`src/rtl/uc_fsm.sv`:
```
// Sequential control unit for the microc single-cycle datapath: start/halt/single-step
// sequencing, combinational instruction decode, illegal-opcode trap and retired-instruction counter.
module uc_fsm #(
    parameter int          CNT_W   = 16,
    parameter logic [5:0]  HALT_OP = 6'b010011
) (
    input  logic             clk,
    input  logic             reset,
    input  logic [5:0]       Opcode,
    input  logic             z,
    input  logic             start,
    input  logic             step_mode,
    input  logic             step,
    output logic             s_inc,
    output logic             s_inm,
    output logic             we3,
    output logic             wez,
    output logic [2:0]       Op,
    output logic             pc_we,
    output logic             halted,
    output logic             illegal,
    output logic [CNT_W-1:0] instr_count
);

    typedef enum logic [1:0] {
        S_IDLE = 2'd0,
        S_RUN  = 2'd1,
        S_STEP = 2'd2,
        S_HALT = 2'd3
    } state_t;

    state_t           state_q, state_d;
    logic             illegal_q, illegal_d;
    logic [CNT_W-1:0] cnt_q, cnt_d;
    logic             step_q;

    logic             exec;
    logic             trap;
    logic             is_halt, is_illegal;
    logic             dec_s_inc, dec_s_inm, dec_we3, dec_wez, dec_pc_we;
    logic [2:0]       dec_op;

    // Reset gates exec directly so every enable drops the moment reset goes low.
    assign exec = reset && ((state_q == S_RUN) ||
                            ((state_q == S_STEP) && step && !step_q));
    assign trap = exec && (is_halt || is_illegal);

    always_comb begin
        dec_s_inc  = 1'b0;
        dec_s_inm  = 1'b0;
        dec_we3    = 1'b0;
        dec_wez    = 1'b0;
        dec_op     = 3'b000;
        dec_pc_we  = 1'b0;
        is_halt    = 1'b0;
        is_illegal = 1'b0;
        if (Opcode == HALT_OP) begin
            is_halt = 1'b1;
        end else begin
            casez (Opcode)
                6'b1?????: begin
                    dec_s_inc = 1'b1;
                    dec_we3   = 1'b1;
                    dec_wez   = 1'b1;
                    dec_op    = Opcode[4:2];
                    dec_pc_we = 1'b1;
                end
                6'b000000: begin
                    dec_s_inc = 1'b1;
                    dec_pc_we = 1'b1;
                end
                6'b0001??: begin
                    dec_s_inc = 1'b1;
                    dec_s_inm = 1'b1;
                    dec_we3   = 1'b1;
                    dec_pc_we = 1'b1;
                end
                6'b010000: begin
                    dec_pc_we = 1'b1;
                end
                6'b010001: begin
                    dec_s_inc = ~z;
                    dec_pc_we = 1'b1;
                end
                6'b010010: begin
                    dec_s_inc = z;
                    dec_pc_we = 1'b1;
                end
                default: begin
                    is_illegal = 1'b1;
                end
            endcase
        end
    end

    always_comb begin
        s_inc = 1'b0;
        s_inm = 1'b0;
        we3   = 1'b0;
        wez   = 1'b0;
        Op    = 3'b000;
        pc_we = 1'b0;
        if (exec) begin
            s_inc = dec_s_inc;
            s_inm = dec_s_inm;
            we3   = dec_we3;
            wez   = dec_wez;
            Op    = dec_op;
            pc_we = dec_pc_we;
        end
    end

    // A trap outranks any step_mode change in the same cycle.
    always_comb begin
        state_d   = state_q;
        illegal_d = illegal_q;
        unique case (state_q)
            S_IDLE: begin
                if (start) state_d = step_mode ? S_STEP : S_RUN;
            end
            S_RUN: begin
                if (trap) begin
                    state_d   = S_HALT;
                    illegal_d = illegal_q | is_illegal;
                end else if (step_mode) begin
                    state_d = S_STEP;
                end
            end
            S_STEP: begin
                if (trap) begin
                    state_d   = S_HALT;
                    illegal_d = illegal_q | is_illegal;
                end else if (!step_mode) begin
                    state_d = S_RUN;
                end
            end
            S_HALT: begin
                state_d = S_HALT;
            end
            default: begin
                state_d = S_IDLE;
            end
        endcase
    end

    always_comb begin
        cnt_d = cnt_q;
        if (pc_we && (cnt_q != {CNT_W{1'b1}})) cnt_d = cnt_q + CNT_W'(1);
    end

    always_ff @(posedge clk or negedge reset) begin
        if (!reset) begin
            state_q   <= S_IDLE;
            illegal_q <= 1'b0;
            cnt_q     <= '0;
            step_q    <= 1'b0;
        end else begin
            state_q   <= state_d;
            illegal_q <= illegal_d;
            cnt_q     <= cnt_d;
            step_q    <= step;
        end
    end

    assign halted      = (state_q == S_HALT);
    assign illegal     = illegal_q;
    assign instr_count = cnt_q;

endmodule

```
`config.mk`:
```
export PLATFORM = sky130hd
export DESIGN_NAME = uc_fsm
export DESIGN_NICKNAME = d
export VERILOG_FILES = /design/src/rtl/uc_fsm.sv
export SDC_FILE = /design/constraint.sdc
export NUM_CORES = 1
export LEC_CHECK = 0
export CAP_MARGIN = 10
export CELL_PAD_IN_SITES_DETAIL_PLACEMENT = 2
export CELL_PAD_IN_SITES_GLOBAL_PLACEMENT = 2
export CORE_MARGIN = 2
export CORE_UTILIZATION = 30
export CTS_CLUSTER_DIAMETER = 30
export DETAILED_ROUTE_END_ITERATION = 10
export HOLD_SLACK_MARGIN = 0.12
export PLACE_DENSITY_LB_ADDON = 0.1
export SLEW_MARGIN = 40
export SYNTH_ARGS = -nofsm -noshare
export SYNTH_HDL_FRONTEND = slang
export SYNTH_SLANG_ARGS = --single-unit
export TNS_END_PERCENT = 100
```
`constraint.sdc`:
```
create_clock -name clk -period 4.85 [get_ports clk]
set_input_delay 0.97 -clock clk [delete_from_list [all_inputs] [get_ports clk]]
set_output_delay 0.97 -clock clk [all_outputs]
set_load 0.01 [all_outputs]
```
==> PnR_summary.wiki <==
{| class="wikitable"
! Metric !! Value
|-
| Outcome || complete, no violations
|-
| DR iter-0 viols || 22
|-
| Grt ovf || 0
|-
| Number of cells traversed by the worst register-to-register path || 7
|-
| Fin nets || 176
|-
| Met3 wire len || 75 um
|-
| Final Core Density || 42.8%
|-
| Clock Skew || 0.00262 ns
|-
| Sort of element at the start of the critical path || input pin
|-
| Setup TNS after final layout || 0 ns
|-
| Post-synth cell types || 37
|-
| Residual antenna-violating net count after detailed routing || 0
|-
| Leakage || 0.788 nW
|-
| Worst max-slew margin expressed relative to the limit || 53.5%
|-
| Post-layout instance count excluding filler cells || 208
|-
| Required time worst endpoint || 3.88 ns
|-
| Largest cells by area after synthesis || dfrtp_1 42%, xor2_1 10%, ha_1 5.2%, and3_1 3.6%, nor4_2 3.1%
|-
| Met2 wire length || 1.76 mm
|-
| Maximum capacitance violations || 0
|-
| Drt first pass iters || 3
|-
| Synth area leader || dfrtp_1
|-
| Remaining design rule violation count || 0
|-
| Total power per unit cell area || 366 nW/um2
|-
| Count of buffers added by post-CTS timing repair for setup || 0
|-
| Post-Synthesis Net Count || 135
|-
| WL/cell || 16.6 um
|-
| RSZ-0062 raised after global routing || false
|-
| Number of diodes || 0
|-
| Combined global-route utilization of all metal layers || 16.9%
|-
| Slew of the pin with the lowest slew margin || 0.697 ns
|-
| Mapped cell area || 1200 um2
|-
| Proportion of synthesized flip-flops having asynchronous set or reset || 100%
|-
| Final worst setup slack || 0.811 ns
|-
| Filler cells || 427
|-
| Highest metal layer with signal wires || met4
|-
| Area after DPL || 1630 um2
|-
| Sequential cell area fraction in the yosys report || 41.6%
|-
| Max Freq || 0.248 GHz
|-
| Quantity of gates resized following cts || 0
|-
| Final cell area excluding filler cells || 1690 um2
|-
| Wirelength, routed || 3.46 mm
|-
| Maximum number of pins on one net before global-route repair || 19
|-
| Fraction of post-synthesis cell area in the top cell type by area || 41.6%
|-
| CTS tree || yes
|-
| Final Hold Vio Count || 0
|-
| Final period demand of the worst path || 4.04 ns
|-
| Synthesis-stage register bit count || 20
|-
| I/O Buffers || 37
|-
| HPWL Detailed || 2.64 mm
|-
| Pre-CTS setup slack || 0.841 ns
|-
| Arr. time, crit path || 3.07 ns
|-
| Worst Setup End Kind || output port
|-
| Share of final-layout standard cells stronger than drive strength 1 || 9.49%
|-
| Number of buffers inserted during clock tree synthesis || 3
|-
| Post-synthesis average cell area || 10.2 um2
|-
| Dominant register cell in the synthesized netlist || dfrtp_1
|-
| Initial cell density of the core || 30.5%
|-
| M1 WL || 1.59 mm
|-
| Multi-input gate area || 678 um2
|-
| Sequential cell area || 500 um2
|-
| Crit Path Class || in -> out
|-
| I/O pin count || 38
|-
| Number of clock sinks || 20
|-
| Worst hold stages || 1
|-
| Buffers from clock root to sink, at most || 2
|-
| Max H-tree Level || 1
|-
| Total number of yosys warnings || 0
|-
| DP Cell Count || 204
|-
| Number of global-route vias before repair || 1126
|-
| Wire length of the first global-routing pass || 5.79 mm
|-
| Post-detailed-route via-to-cell ratio || 5.14
|-
| Worst-skew pair later-pin latency || 0.25 ns
|-
| Class of the tightest hold or removal check || reg -> reg
|-
| Initial antenna violation count || 0
|-
| Routability cong. || 0.776
|-
| Number of flops mapped to enable cells by yosys || 0
|-
| Library cell used as clock root buffer || clkbuf_8
|-
| Count of pins over their slew limit || 0
|-
| Std cell rows || 23
|-
| Part of the cycle the worst path needs || 83.3%
|-
| Overall die height || 67.3 um
|-
| Chip width || 67.3 um
|-
| Area growth from synthesis to final layout || 40.3%
|-
| Worst-path clk slew || 0.07 ns
|-
| Maximum resistive drop on vdd || 0.170 mV
|-
| Detailed-route via count || 1069
|-
| Hold-fix buffer count after cts || 0
|-
| Endpoints failing setup || 0
|-
| Maximum fanout encountered on the critical timing path || 16
|-
| Gate count after technology mapping || 118
|-
| Die area || 4530 um2
|-
| Placeable core region || 3940 um2
|}
-- sequential cells by signal, indices dropped and copies added (netlist names) --
register,cells
step_q,1
state_q,2
illegal,1
instr_count,16
-- layout make-up --
class | instances | share of cell area (%)
timing repair buffer | 38 | 22.4
sequential | 20 | 29.6
inverter | 4 | 0.889
multi-input combinational | 92 | 40.1
tap | 50 | 3.70
clock buffer | 4 | 3.26
-- through the flow --
stage / hold slack (ns) / total power [mW]
floorplan: 0.503 / 0.376
global placement: 0.476 / 0.490
detailed placement: 0.474 / 0.500
CTS: 0.487 / 0.630
global route: 0.520 / 0.663
finish: 0.482 / 0.617
-- where the power goes --
group	switching [mW]	total [mW]	leakage, nW	internal (mW)
sequential	0.0325	0.230	0.263	0.197
clock	0.0524	0.125	0.0288	0.0722
combinational	0.129	0.263	0.497	0.134
-- routing by layer --
layer | GRT usage, % | up-vias
li1 | - | 506
met1 | 22.0 | 542
met2 | 29.1 | 17
met3 | 2.50 | 4
met4 | 4.59 | 0
met5 | 0 | -
-- cells by family after synthesis --
group | synth area share (%)
AO/OA/AOI/OAI | 10.6
XOR/XNOR | 10.2
adder cells (fa/ha/maj) | 5.20
buffers and inverters | 2.60
flip-flops | 41.6
multiplexers | 3.53
AND/OR/NAND/NOR | 26.3
-- cell usage in the layout (no fill, tap or decap), types with 3 or more instances in the layout --
cell and n:
nand3_1 4, nand2_1 8, dfrtp_1 20, nand4_1 4, ha_1 5, clkdlybuf4s50_1 37
o21ai_0 3, nor3_1 5, inv_1 4, a21oi_1 3, and3_1 7, nor4_2 3
clkbuf_8 4, nor2_1 6, xor2_1 14
-- cells in the mapped netlist, types with 2 or more instances --
master,instances
dfrtp_1,20
xor2_1,14
nand2_1,8
and3_1,7
nor2_1,6
ha_1,5
nor3_1,5
inv_1,4
nand3_1,4
nand4_1,4
a21oi_1,3
nor4_2,3
o21ai_0,3
a31oi_1,2
mux2_2,2
mux2i_1,2
nand2b_1,2
nor3b_2,2
nor4_1,2
nor4b_1,2
o21a_1,2
-- path summary, 6_finish.rpt --
| check | from | end | slack (ns) |
|---|---|---|---|
| min in group asynchronous | reset | illegal | 0.93 |
| max in group asynchronous | reset | instr_count[6] | 3.43 |
| worst min register to register | illegal | illegal | 0.48 |
| worst max-delay path | Opcode[1] | pc_we | 0.81 |
| worst max register to register | state_q[0] | instr_count[15] | 2.49 |
| worst min-delay path | illegal | illegal | 0.48 |
-- worst max-delay path: stages --
cell and delay (ns):
clkdlybuf4s50_1 0.49, o21bai_1 0.29, o21ai_2 0.11, a221o_2 0.56, inv_1 0.10, clkdlybuf4s50_1 0.53
Note: power is estimated with default switching activity, not from simulation.
